==> src/rtl/alu_share_arbiter.sv <==
// Round-robin arbiter sharing one ALU/ALU_Control pair between two requesters.
// Captures the granted operation, holds ALU inputs for LAT cycles, returns the registered result.
module alu_share_arbiter #(
    parameter int WIDTH = 64,
    parameter int LAT   = 1
) (
    input  logic               clk,
    input  logic               reset,
    input  logic [1:0]         req_valid,
    output logic [1:0]         req_ready,
    input  logic [3:0]         req_aluop,
    input  logic [7:0]         req_funct,
    input  logic [2*WIDTH-1:0] req_a,
    input  logic [2*WIDTH-1:0] req_b,
    output logic [1:0]         alu_aluop,
    output logic [3:0]         alu_funct,
    output logic [WIDTH-1:0]   alu_a,
    output logic [WIDTH-1:0]   alu_b,
    input  logic [WIDTH-1:0]   alu_result,
    input  logic               alu_zero,
    output logic [1:0]         rsp_valid,
    input  logic [1:0]         rsp_ready,
    output logic [WIDTH-1:0]   rsp_result,
    output logic               rsp_zero
);

    localparam int CW = (LAT > 1) ? $clog2(LAT) : 1;

    typedef enum logic [1:0] {IDLE, EXEC, RESP} state_t;

    state_t           state_q, state_d;
    logic             last_q, last_d;
    logic             owner_q, owner_d;
    logic [CW-1:0]    cnt_q, cnt_d;
    logic [1:0]       aluop_q, aluop_d;
    logic [3:0]       funct_q, funct_d;
    logic [WIDTH-1:0] a_q, a_d;
    logic [WIDTH-1:0] b_q, b_d;
    logic [WIDTH-1:0] result_q, result_d;
    logic             zero_q, zero_d;

    logic [1:0] grant;
    logic       grant_idx;
    logic       accept;

    // Contested grant goes to the requester that did not win last time.
    always_comb begin
        grant = '0;
        case (req_valid)
            2'b01:   grant = 2'b01;
            2'b10:   grant = 2'b10;
            2'b11:   grant = last_q ? 2'b01 : 2'b10;
            default: grant = '0;
        endcase
    end

    assign req_ready = (state_q == IDLE && !reset) ? grant : '0;
    assign grant_idx = grant[1];
    assign accept    = |(req_valid & req_ready);

    always_comb begin
        state_d  = state_q;
        last_d   = last_q;
        owner_d  = owner_q;
        cnt_d    = cnt_q;
        aluop_d  = aluop_q;
        funct_d  = funct_q;
        a_d      = a_q;
        b_d      = b_q;
        result_d = result_q;
        zero_d   = zero_q;
        case (state_q)
            IDLE: begin
                if (accept) begin
                    aluop_d = grant_idx ? req_aluop[3:2] : req_aluop[1:0];
                    funct_d = grant_idx ? req_funct[7:4] : req_funct[3:0];
                    a_d     = grant_idx ? req_a[2*WIDTH-1:WIDTH] : req_a[WIDTH-1:0];
                    b_d     = grant_idx ? req_b[2*WIDTH-1:WIDTH] : req_b[WIDTH-1:0];
                    owner_d = grant_idx;
                    last_d  = grant_idx;
                    cnt_d   = '0;
                    state_d = EXEC;
                end
            end
            EXEC: begin
                cnt_d = cnt_q + 1'b1;
                if (cnt_q == CW'(LAT - 1)) begin
                    result_d = alu_result;
                    zero_d   = alu_zero;
                    state_d  = RESP;
                end
            end
            RESP: begin
                if (rsp_ready[owner_q]) state_d = IDLE;
            end
            default: state_d = IDLE;
        endcase
    end

    always_ff @(posedge clk or posedge reset) begin
        if (reset) begin
            state_q  <= IDLE;
            last_q   <= 1'b1;
            owner_q  <= 1'b0;
            cnt_q    <= '0;
            aluop_q  <= '0;
            funct_q  <= '0;
            a_q      <= '0;
            b_q      <= '0;
            result_q <= '0;
            zero_q   <= 1'b0;
        end else begin
            state_q  <= state_d;
            last_q   <= last_d;
            owner_q  <= owner_d;
            cnt_q    <= cnt_d;
            aluop_q  <= aluop_d;
            funct_q  <= funct_d;
            a_q      <= a_d;
            b_q      <= b_d;
            result_q <= result_d;
            zero_q   <= zero_d;
        end
    end

    assign alu_aluop  = aluop_q;
    assign alu_funct  = funct_q;
    assign alu_a      = a_q;
    assign alu_b      = b_q;
    assign rsp_valid  = (state_q == RESP) ? (owner_q ? 2'b10 : 2'b01) : 2'b00;
    assign rsp_result = result_q;
    assign rsp_zero   = zero_q;

endmodule

==> config.mk <==
export PLATFORM = sky130hd
export DESIGN_NAME = alu_share_arbiter
export DESIGN_NICKNAME = d
export VERILOG_FILES = /design/src/rtl/alu_share_arbiter.sv
export SDC_FILE = /design/constraint.sdc
export NUM_CORES = 1
export LEC_CHECK = 0
export ABC_AREA = 1
export BUFFER_PORTS_ARGS = -buffer_cell sky130_fd_sc_hd__buf_2
export CORE_AREA = 2 2 212 214
export DETAILED_ROUTE_END_ITERATION = 10
export DIE_AREA = 0 0 214 216
export MAX_ROUTING_LAYER = met4
export PLACE_DENSITY = 0.55
export SYNTH_ARGS = -nofsm -noshare
export SYNTH_HDL_FRONTEND = slang
export SYNTH_SLANG_ARGS = --single-unit
==> constraint.sdc <==
create_clock -name clk -period 15.3 [get_ports clk]
set_clock_uncertainty 0.2 [all_clocks]
set_input_delay 1.53 -clock clk [delete_from_list [all_inputs] [get_ports clk]]
set_output_delay 1.53 -clock clk [all_outputs]
set_load 0.005 [all_outputs]
==> summary.md, run 1 <==
| Metric | Value |
|---|---|
| Outcome | `complete, no violations` |
| Portion of the post-synthesis area used by sequential elements | `between 50% and 60%` |
| DP Worst Slack | `approximately 10 ns` |
| Initial DRC Count | `around 530` |
| Inserted Clock Buffers | `24` |
| Final hold viol count | `0` |
| Root Buffer | `sky130_fd_sc_hd__clkbuf_16` |
| Relative contribution of the clock network to total power | `a little under a quarter` |
| Clk slew on worst S/H paths | `0.05 ns` |
| Worst flop-to-flop path startpoint | `last_q$_DFFE_PP1P_` |
| Launch point of the worst path | `req_valid[0]` |
| Core region area | `about 44,000 um2` |
| Average cell area after synthesis | `between 7 and 8 um2` |
| Number of antenna violations at the first check in global routing | `0` |
| Final layout net count | `2,154` |
| Clock sink count | `about 200` |
| CP max stage delay | `approximately 0.58 ns` |
| Critical path class | `in2out` |
| Ratio of final minimum period to clock period | `33.1%` |
| CTS max path bufs | `3` |
| Total setup violations reported at the end of the flow | `0` |
| Highest-delay cell along the critical path | `sky130_fd_sc_hd__nand2_4` |
| Switching power of the nets | `approximately 870 uW` |
| Cell-internal power | `1490 uW` |
| Final critical delay including setup and external delays | `around 5 ns` |
| Skew-Pair Late Insertion Delay | `between 0.5 and 0.6 ns` |
| Max Fclk | `around 0.20 GHz` |
| Number of buffers inserted by port buffering | `~540` |
| CTS H-tree depth | `1` |
| Flip-flop and latch count after synthesis | `204` |
| Via Count | `around 10k` |
| Maximum ir drop on the vdd rail | `approximately 0.000089 V` |
| CP cell instances | `buf_2 > nand2_4 > nand2_4 > nor2_1 > buf_2` |
| Row count | `a little under 80` |
| Area grow syn2layout | `40.8%` |
| Final sum of negative setup slack | `0 ns` |
| Pin count of the biggest net entering global routing | `~130` |
| Die extent in y | `216 um` |
| Part of the power in registers | `39.5%` |
| Worst-case headroom to the max-slew limit | `a little over a fifth` |
| Placed Cells | `between 2k and 2.5k` |
| Routed WL per cell | `13.9 um` |
| Fraction of final layout cells with drive strength greater than 1 | `about a third` |
| Final HPWL from detailed placement | `24,700 um` |
| Fill count | `between 4k and 5k` |
| Top library cells by usage in the layout, fill and taps aside | `sky130_fd_sc_hd__nand2_1 (746), sky130_fd_sc_hd__buf_2 (540), sky130_fd_sc_hd__dfrtp_1 (203)` |
| Worst min-delay path category | `reg2reg` |
| Post-synth design cell area | `a little under 10,000 um2` |
| Yosys warning count | `0` |
| Final RePlAce weighted congestion | `about 0.9` |
| Required @ worst endpoint | `13.57 ns` |
| Antenna Violating Nets Remaining | `0` |
| Synthesized instance count | `approximately 1.3k` |
| Worst slew pin tran | `around 1.2 ns` |
| Placed cell areas | `about 13,000 um2` |
| CTS Hold Bufs | `0` |
| Pre-Repair DR Iteration Count | `5` |
| Number of slew-limit violations in the final report | `0` |
| Share of the synthesized area in the top cell type | `between 50% and 60%` |
| Critical-path maximum fanout | `90` |
| Horiz. Die Dim | `about 210 um` |
| Biggest area consumer among synthesized cells | `sky130_fd_sc_hd__dfrtp_1` |
| Wire length of the first global-routing pass | `~52,000 um` |
| Category of the worst setup path launch point | `primary input` |
| Ratio of total power to cell area | `174 nW/um2` |
| Data arrival time of the critical path | `~3.3 ns` |
| Post-layout utilization of the core | `between 30% and 40%` |
| Critical R2R Capture | `alu_a[51]$_DFFE_PP0P_` |
| Most frequent standard cell in the layout excluding fill and tap cells | `sky130_fd_sc_hd__nand2_1` |
| Number of cells on the worst reg-to-reg path | `7` |
| Post-synthesis net count | `about 1.7k` |
| Final setup slack of the worst path | `just over 10 ns` |
| # diodes | `0` |
| Clock tree from TritonCTS | `yes` |
| Combinational share of power | `between 30 and 40%` |
| Non-filler cells in the finished layout | `about 2.4k` |
| Top-level I/O count | `about 540` |
| Via/cell ratio | `slightly above 4` |
| Total congestion overflow after global routing | `0` |
| Overall global routing resource usage | `about 14%` |
| Netlist cell types | `14` |
| Max Cap Violations | `0` |
| Total Wirelength | `33,600 um` |
| Number of global-route vias before repair | `around 9.6k` |
| Leakage | `just over 0.008 uW` |
| Postcts setup bufs | `0` |
| Kind of capture point of the worst setup path | `primary output` |
| Cts repair resizes | `0` |
| Final instance area | `13,600 um2` |
| Flop2flop setup slack | `12.46 ns` |
| Remaining DRCs | `0` |
| Unrepaired setup endpoints after global routing | `false` |
| Die Outline Area | `46,200 um2` |
| Starting utilization of the core area | `between 20% and 30%` |
| Timing endpoint of the critical path | `req_ready[1]` |
| Switching Fraction | `a little under two fifths` |
| Biggest area contributors in the synthesized netlist | `sky130_fd_sc_hd__dfrtp_1 (53%), sky130_fd_sc_hd__nand2_1 (29%), sky130_fd_sc_hd__nand3_1 (7.2%)` |
==> state kept, by name (all words and copies together) (netlist names) <==
name        flops
state_q         2
alu_b          64
rsp_zero        1
cnt_q           1
alu_funct       4
alu_a          64
owner_q         1
last_q          1
alu_aluop       2
rsp_result     64
==> cells in the mapped netlist <==
cell	number
sky130_fd_sc_hd__o21ai_0	67
sky130_fd_sc_hd__dfstp_2	1
sky130_fd_sc_hd__inv_1	72
sky130_fd_sc_hd__buf_1	18
sky130_fd_sc_hd__buf_2	34
sky130_fd_sc_hd__nand2_1	746
sky130_fd_sc_hd__nand3_1	138
sky130_fd_sc_hd__inv_2	2
sky130_fd_sc_hd__nor2_1	6
sky130_fd_sc_hd__clkbuf_1	28
sky130_fd_sc_hd__buf_4	6
sky130_fd_sc_hd__nor2_4	1
sky130_fd_sc_hd__dfrtp_1	203
sky130_fd_sc_hd__nand2_2	2
==> per-stage QoR <==
stage	hold slack, ns	total power [uW]
2_1_floorplan	0.255	1370
3_3_place_gp	0.258	1810
3_5_place_dp	0.259	1830
4_1_cts	0.275	2410
5_1_grt	0.288	2560
6_report	0.269	2360
==> metal layers <==
metal	up-vias	part of all wire [%]	routed length, um	global-route usage, %
met2	389	47	15900	23.4
met1	4565	44	14800	18.4
met4	0	2.2	748	4.22
met5	-	0	0	-
li1	5041	-	-	-
met3	43	6.1	2060	2.58
==> cell type report <==
cell class	instances	area (um2)	area share, %
Clock buffer	36	717	5.28
Sequential cell	204	5110	37.6
Tap cell	592	741	5.45
Inverter	74	285	2.10
Multi-Input combinational cell	960	3910	28.8
Timing Repair Buffer	551	2790	20.5
Clock inverter	2	38.8	0.286
==> power by group through the flow <==
stage | Sequential (uW) | Clock, uW | Combinational, uW
6_report | 932 | 556 | 873
5_1_grt | 964 | 601 | 991
4_1_cts | 932 | 582 | 898
3_5_place_dp | 933 | 0 | 897
3_3_place_gp | 930 | 0 | 882
2_1_floorplan | 950 | 0 | 423
==> critical path: cells and delay by family <==
kind | cells | cell delay [ns]
AND/OR/NAND/NOR | 3 | 1.33
buffers and inverters | 2 | 0.30
==> logic make-up (layout without fill, tap and decap cells) <==
family,after synthesis,count (layout),share of synthesized area [%]
AOI/OAI and AO/OA,67,67,3.48
and+or+nand+nor,893,893,36.7
buffers and inverters,160,663,6.90
DFF,204,204,52.9
==> how the worst min path moves through the flow <==
stage	startpoint	to	slack, ns	cells past startpoint
floorplan	last_q$_DFFE_PP1P_	last_q$_DFFE_PP1P_	0.25	2
global placement	alu_b[38]$_DFFE_PP0P_	alu_b[38]$_DFFE_PP0P_	0.26	2
detailed placement	alu_b[60]$_DFFE_PP0P_	alu_b[60]$_DFFE_PP0P_	0.26	2
CTS	alu_b[60]$_DFFE_PP0P_	alu_b[60]$_DFFE_PP0P_	0.28	2
global route	alu_b[60]$_DFFE_PP0P_	alu_b[60]$_DFFE_PP0P_	0.29	2
finish	alu_b[5]$_DFFE_PP0P_	alu_b[5]$_DFFE_PP0P_	0.27	2
No activity file was read; power rests on OpenSTA's default activity.
==> inputs of run 2 (changes only) <==
==> constraint.sdc (replaced) <==
create_clock -name clk -period 4.78 [get_ports clk]
set_clock_uncertainty 0.2 [all_clocks]
set_input_delay 0.478 -clock clk [delete_from_list [all_inputs] [get_ports clk]]
set_output_delay 0.478 -clock clk [all_outputs]
set_load 0.005 [all_outputs]
==> summary.md, run 2 (synthesized netlist as in run 1, its figures left out) <==
| Metric | Value |
|---|---|
| Outcome | `complete, no violations` |
| Top library cells by usage in the layout, fill and taps aside | `sky130_fd_sc_hd__nand2_1 (746), sky130_fd_sc_hd__buf_2 (540), sky130_fd_sc_hd__dfrtp_1 (203)` |
| Critical-path maximum fanout | `74 (-18%)` |
| Kind of capture point of the worst setup path | `primary output` |
| Number of slew-limit violations in the final report | `0 (unchanged)` |
| Number of global-route vias before repair | `10.1k (+5.6%)` |
| Relative contribution of the clock network to total power | `23.8% (+0.2 points)` |
| Unrepaired setup endpoints after global routing | `false` |
| Cts repair resizes | `0 (unchanged)` |
| Overall power | `7640 uW (+220%)` |
| Switching Fraction | `37.0% (-0.047 points)` |
| Cell-internal power | `4810 uW (+220%)` |
| Category of the worst setup path launch point | `register` |
| Top-level I/O count | `542 (unchanged)` |
| Final sum of negative setup slack | `0 ns (unchanged)` |
| Initial DRC Count | `600 (+13%)` |
| Row count | `77 (unchanged)` |
| Worst-case headroom to the max-slew limit | `25.6% (+4.0 points)` |
| Ratio of total power to cell area | `536 nW/um2 (+210%)` |
| Horiz. Die Dim | `214 um (unchanged)` |
| Highest-delay cell along the critical path | `sky130_fd_sc_hd__nand2_4` |
| Routed WL per cell | `13.9 um (about the same)` |
| Skew-Pair Late Insertion Delay | `0.51 ns (about the same)` |
| Total setup violations reported at the end of the flow | `0 (unchanged)` |
| Maximum ir drop on the vdd rail | `0.000244 V (+170%)` |
| Pin count of the biggest net entering global routing | `125 (-1.6%)` |
| Worst slew pin tran | `1.12 ns (-0.0594 ns)` |
| Number of buffers and inverters on the critical path | `1 (-1)` |
| Final HPWL from detailed placement | `25,500 um (+3.2%)` |
| Number of antenna violations at the first check in global routing | `0 (unchanged)` |
| Final layout net count | `2,217 (+2.9%)` |
| Most frequent standard cell in the layout excluding fill and tap cells | `sky130_fd_sc_hd__nand2_1` |
| Inserted Clock Buffers | `24 (unchanged)` |
| Wire length of the first global-routing pass | `54,200 um (+3.6%)` |
| Leakage | `0.00850 uW (+3.5%)` |
| Hold EP | `alu_a[19]$_DFFE_PP0P_` |
| Number of cells on the worst reg-to-reg path | `5 (-2)` |
| Antenna Violating Nets Remaining | `0 (unchanged)` |
| Clock sink count | `204 (unchanged)` |
| Worst flop-to-flop path startpoint | `state_q[0]$_DFFE_PP0P_` |
| Clock tree from TritonCTS | `yes` |
| Area grow syn2layout | `47.7%` |
| Flop2flop setup slack | `2.03 ns (-10.43 ns)` |
| Worst min-delay path category | `in2reg` |
| Required @ worst endpoint | `4.10 ns (-9.47 ns)` |
| Number of buffers inserted by port buffering | `541 (unchanged)` |
| Die Outline Area | `46,200 um2 (unchanged)` |
| Root Buffer | `sky130_fd_sc_hd__clkbuf_16` |
| Overall global routing resource usage | `14.8% (+0.41 points)` |
| Via Count | `10.3k (+2.9%)` |
| Min-delay src | `req_a[19]` |
| CTS max path bufs | `3 (unchanged)` |
| Final hold viol count | `0 (unchanged)` |
| Via/cell ratio | `4.15 (about the same)` |
| # diodes | `0 (unchanged)` |
| Cell depth of the worst hold path | `5 (+3)` |
| Pre-Repair DR Iteration Count | `5 (unchanged)` |
| CP cell instances | `nand2_4 > nand2_4 > nor2_1 > buf_2` |
| Combinational share of power | `37.0% (about the same)` |
| Top cell family by delay on the critical path | `simple AND/OR/NAND/NOR gates` |
| Remaining DRCs | `0 (unchanged)` |
| Total Wirelength | `34,500 um (+2.8%)` |
| Fraction of final layout cells with drive strength greater than 1 | `31.7% (-0.70 points)` |
| Max Cap Violations | `0 (unchanged)` |
| Worst path most repeated cell | `sky130_fd_sc_hd__nand2_4` |
| Final critical delay including setup and external delays | `3.00 ns` |
| Max Fclk | `between 0.3 and 0.4 GHz` |
| CP max stage delay | `0.64 ns (+0.06 ns)` |
| Core region area | `43,800 um2 (unchanged)` |
| Final RePlAce weighted congestion | `0.952 (+3.6%)` |
| Critical R2R Capture | `alu_b[63]$_DFFE_PP0P_` |
| Starting utilization of the core area | `22.0% (unchanged)` |
| Clk slew on worst S/H paths | `0.06 ns (about the same)` |
| Critical path class | `reg2out` |
| Part of the power in registers | `39.2% (-0.3 points)` |
| Switching power of the nets | `2820 uW (+220%)` |
| Total congestion overflow after global routing | `0 (unchanged)` |
| Ratio of final minimum period to clock period | `about 63%` |
| Die extent in y | `216 um (unchanged)` |
| CTS H-tree depth | `1 (unchanged)` |
| Data arrival time of the critical path | `2.33 ns (-1.01 ns)` |
[run 2: cell count changes in the layout (fill, tap and decap cells not counted), sizes merged]
cell,delta
buf,+2
bufinv,+1
clkinvlp,+1
inv,-2
clkbuf,-3
dlygate4sd3,+61
clkinv,+9
[run 2: final cells by class]
class | instances | area (um2)
clock inverters | 11 | 120
clock buffers | 33 | 674
inverters | 74 | 282
fillers | 4769 | 29600
well taps | 592 | 741
repair buffers | 614 | 3410
flip-flops and latches | 204 | 5110
multi-input cells | 960 | 3910
[run 2: stage by stage]
step | hold WS (ns) | util [%] | instances | instance area, um2 | setup WS, ns
after floorplan | 0.255 | - | 1324 | 9650 | 0.0148
after global placement | 0.257 | 29.3 | 2383 | 12800 | 1.87
after detailed placement | 0.260 | 29.3 | 2383 | 12800 | 1.84
after CTS | 0.00130 | 32.5 | 2488 | 14200 | 1.69
after global routing | 0.0326 | 32.5 | 2488 | 14200 | 1.57
final | 0.0340 | 32.5 | 2488 | 14200 | 1.78
[run 2: routing by layer]
metal	up-vias	GRT usage, %	wire, um
met4	0	6.20	1320
met5	-	-	0
li1	5168	-	-
met3	82	2.20	2000
met2	396	24.7	16600
met1	4681	18.0	14600
[run 2: worst max-delay path by stage]
stage | start | endpoint | slack (ns) | depth (start not counted)
detailed placement | req_valid[1] | alu_a[25]$_DFFE_PP0P_ | 1.84 | 7
CTS | last_q$_DFFE_PP1P_ | req_ready[1] | 1.69 | 4
global route | last_q$_DFFE_PP1P_ | req_ready[1] | 1.57 | 4
finish | last_q$_DFFE_PP1P_ | req_ready[1] | 1.78 | 4
floorplan | reset | alu_b[10]$_DFFE_PP0P_ | 0.01 | 7
global placement | req_valid[1] | alu_a[27]$_DFFE_PP0P_ | 1.87 | 7
[run 2: power by group through the flow]
stage | Combinational, uW | Clock, uW | Sequential, uW
final | 2830 | 1820 | 2990
after global routing | 3230 | 1950 | 3090
after CTS | 2890 | 1890 | 2990
after detailed placement | 2850 | 0 | 2990
after global placement | 2800 | 0 | 2990
after floorplan | 1360 | 0 | 3040
[run 2: timing repair]
action,in CTS,in global routing
hold endpoints to repair,61,0
setup buffers,0,0
hold buffers,61,0
[run 2: worst reg2reg max path, cell delays in order (launching register included)]
cell	delay [ns]
sky130_fd_sc_hd__dfrtp_1	0.43
sky130_fd_sc_hd__nor2_1	0.24
sky130_fd_sc_hd__nand3_4	0.86
sky130_fd_sc_hd__buf_4	0.69
sky130_fd_sc_hd__nand2_1	0.16
sky130_fd_sc_hd__nand2_1	0.07
==> inputs of run 3 (changes only) <==
==> constraint.sdc (replaced) <==
create_clock -name clk -period 2.8 [get_ports clk]
set_clock_uncertainty 0.2 [all_clocks]
set_input_delay 0.28 -clock clk [delete_from_list [all_inputs] [get_ports clk]]
set_output_delay 0.28 -clock clk [all_outputs]
set_load 0.005 [all_outputs]
==> summary.md, run 3 (synthesized netlist as in run 1, its figures left out) <==
| Metric | Value |
|---|---|
| Outcome | `complete, no violations` |
| Number of antenna violations at the first check in global routing | `6 (+6)` |
| Worst min-delay path category | `in2reg` |
| Critical R2R Capture | `alu_a[2]$_DFFE_PP0P_` |
| Fill count | `4,325 (-9.3%)` |
| Horiz. Die Dim | `214 um (unchanged)` |
| Die Outline Area | `46,200 um2 (unchanged)` |
| Top library cells by usage in the layout, fill and taps aside | `sky130_fd_sc_hd__nand2_1 (746), sky130_fd_sc_hd__buf_2 (540), sky130_fd_sc_hd__dlygate4sd3_1 (335)` |
| Die extent in y | `216 um (unchanged)` |
| Pin count of the biggest net entering global routing | `135 (+8.0%)` |
| Overall power | `13,900 uW (+82%)` |
| Inserted Clock Buffers | `24 (unchanged)` |
| Overall global routing resource usage | `17.3% (+2.4 points)` |
| Routed WL per cell | `14.3 um (+2.9%)` |
| Initial DRC Count | `645 (+7.5%)` |
| Switching power of the nets | `5060 uW (+79%)` |
| Final hold slack | `0.0331 ns (-0.000907 ns)` |
| Number of buffers inserted by port buffering | `541 (unchanged)` |
| Top-level I/O count | `542 (unchanged)` |
| Max Fclk | `between 0.3 and 0.4 GHz` |
| Total setup violations reported at the end of the flow | `0 (unchanged)` |
| DP Worst Slack | `0.753 ns (-1.08 ns)` |
| Root Buffer | `sky130_fd_sc_hd__clkbuf_16` |
| Combinational share of power | `40.6% (+3.6 points)` |
| Final layout net count | `2,496 (+13%)` |
| Starting utilization of the core area | `22.0% (unchanged)` |
| Clk slew on worst S/H paths | `0.06 ns (about the same)` |
| Kind of capture point of the worst setup path | `primary output` |
| Leakage | `0.00976 uW (+15%)` |
| Worst-case headroom to the max-slew limit | `51.2% (+26 points)` |
| Via Count | `11.8k (+14%)` |
| Cell-internal power | `8840 uW (+84%)` |
| Category of the worst setup path launch point | `register` |
| Cell depth of the worst hold path | `5 (unchanged)` |
| Remaining DRCs | `0 (unchanged)` |
| Total Wirelength | `39,500 um (+15%)` |
| Worst slew pin tran | `0.731 ns (-0.384 ns)` |
| Number of cells on the worst reg-to-reg path | `8 (+3)` |
| Wire length of the first global-routing pass | `63,100 um (+16%)` |
| Pre-Repair DR Iteration Count | `5 (unchanged)` |
| Relative contribution of the clock network to total power | `22.7% (-1.1 points)` |
| Number of slew-limit violations in the final report | `0 (unchanged)` |
| Unrepaired setup endpoints after global routing | `false` |
| Ratio of final minimum period to clock period | `90.4%` |
| Final critical delay including setup and external delays | `~2.5 ns` |
| Final hold viol count | `0 (unchanged)` |
| Via/cell ratio | `4.24 (+2.2%)` |
| Final RePlAce weighted congestion | `0.945 (-0.78%)` |
| Cts repair resizes | `0 (unchanged)` |
| CTS max path bufs | `3 (unchanged)` |
| Number of global-route vias before repair | `12.3k (+22%)` |
| Min-delay src | `req_a[124]` |
| Area grow syn2layout | `77.9%` |
| Max Cap Violations | `0 (unchanged)` |
| Fraction of final layout cells with drive strength greater than 1 | `27.9% (-3.8 points)` |
| Clock sink count | `204 (unchanged)` |
| Data arrival time of the critical path | `2.05 ns (-0.28 ns)` |
| Core region area | `43,800 um2 (unchanged)` |
| Hold EP | `alu_a[60]$_DFFE_PP0P_` |
| Switching Fraction | `36.4% (-0.54 points)` |
| Skew-Pair Late Insertion Delay | `0.54 ns (+0.03 ns)` |
| Antenna Violating Nets Remaining | `0 (unchanged)` |
| Worst flop-to-flop path startpoint | `last_q$_DFFE_PP1P_` |
| Total congestion overflow after global routing | `0 (unchanged)` |
| Row count | `77 (unchanged)` |
| Critical path class | `reg2out` |
| Ratio of total power to cell area | `810 nW/um2 (+51%)` |
| Final HPWL from detailed placement | `26,100 um (+2.1%)` |
| Most frequent standard cell in the layout excluding fill and tap cells | `sky130_fd_sc_hd__nand2_1` |
| Clock tree from TritonCTS | `yes` |
| Critical-path maximum fanout | `48 (-35%)` |
| Maximum ir drop on the vdd rail | `0.000328 V (+35%)` |
| CTS H-tree depth | `1 (unchanged)` |
| Required @ worst endpoint | `2.32 ns (-1.78 ns)` |
| Flop2flop setup slack | `0.31 ns (-1.72 ns)` |
| Final setup slack of the worst path | `0.269 ns (-1.51 ns)` |
| Part of the power in registers | `36.7% (-2.5 points)` |
## run 3: layer usage
layer	vias to the layer above	track usage [%]	wire, um
met2	555	29.2	18900
met3	111	3.88	2910
met5	-	-	0
met4	0	9.28	2010
li1	5726	-	-
met1	5360	18.9	15700
## run 3: per-stage QoR
| stage | setup TNS (ns) | util, % | instance area (um2) | cells |
|---|---|---|---|---|
| finish | 0 | 39.1 | 17200 | 2770 |
| global route | 0 | 39.1 | 17200 | 2770 |
| CTS | 0 | 39.1 | 17100 | 2766 |
| detailed placement | 0 | 29.7 | 13000 | 2388 |
| global placement | 0 | 29.7 | 13000 | 2388 |
| floorplan | -308.56 | - | 9690 | 1324 |
## run 3: power groups by stage
stage / Clock [uW] / Sequential, uW / Combinational [uW]
2_1_floorplan: 0 / 5200 / 2350
3_3_place_gp: 0 / 5080 / 4940
3_5_place_dp: 0 / 5090 / 5010
5_1_grt: 3410 / 5260 / 6350
4_1_cts: 3280 / 5090 / 5680
6_report: 3150 / 5100 / 5650
## run 3: repair_timing
item                      CTS  global route
hold endpoints to repair  231             0
hold buffers              335             0
buffers inserted            0             0
## run 3: final cells by class
| cell class | instances | area (um2) | share of cell area, % |
|---|---|---|---|
| clock inverter | 10 | 118 | 0.685 |
| sequential | 204 | 5110 | 29.8 |
| tap | 592 | 741 | 4.32 |
| multi-input combinational | 960 | 3910 | 22.8 |
| timing repair buffer | 893 | 6320 | 36.8 |
| inverter | 74 | 282 | 1.64 |
| antenna | 4 | 10.0 | 0.0583 |
| clock buffer | 33 | 674 | 3.93 |
## run 3: how the worst max path moves through the flow
stage | slack, ns | depth (start not counted) | startpoint | to
CTS | 0.20 | 5 | last_q$_DFFE_PP1P_ | req_ready[1]
detailed placement | 0.75 | 6 | state_q[0]$_DFFE_PP0P_ | alu_a[21]$_DFFE_PP0P_
finish | 0.27 | 5 | last_q$_DFFE_PP1P_ | req_ready[1]
global route | 0.13 | 5 | last_q$_DFFE_PP1P_ | req_ready[1]
floorplan | -1.76 | 7 | reset | alu_b[0]$_DFFE_PP0P_
global placement | 0.80 | 6 | state_q[0]$_DFFE_PP0P_ | alu_a[45]$_DFFE_PP0P_
## run 3: critical path, cell delays in order (launching register included)
cell and delay [ns]:
sky130_fd_sc_hd__dfstp_2 0.56, sky130_fd_sc_hd__nand2_4 0.07, sky130_fd_sc_hd__nand2_4 0.34, sky130_fd_sc_hd__buf_12 0.28
sky130_fd_sc_hd__nor2_1 0.09, sky130_fd_sc_hd__buf_2 0.15
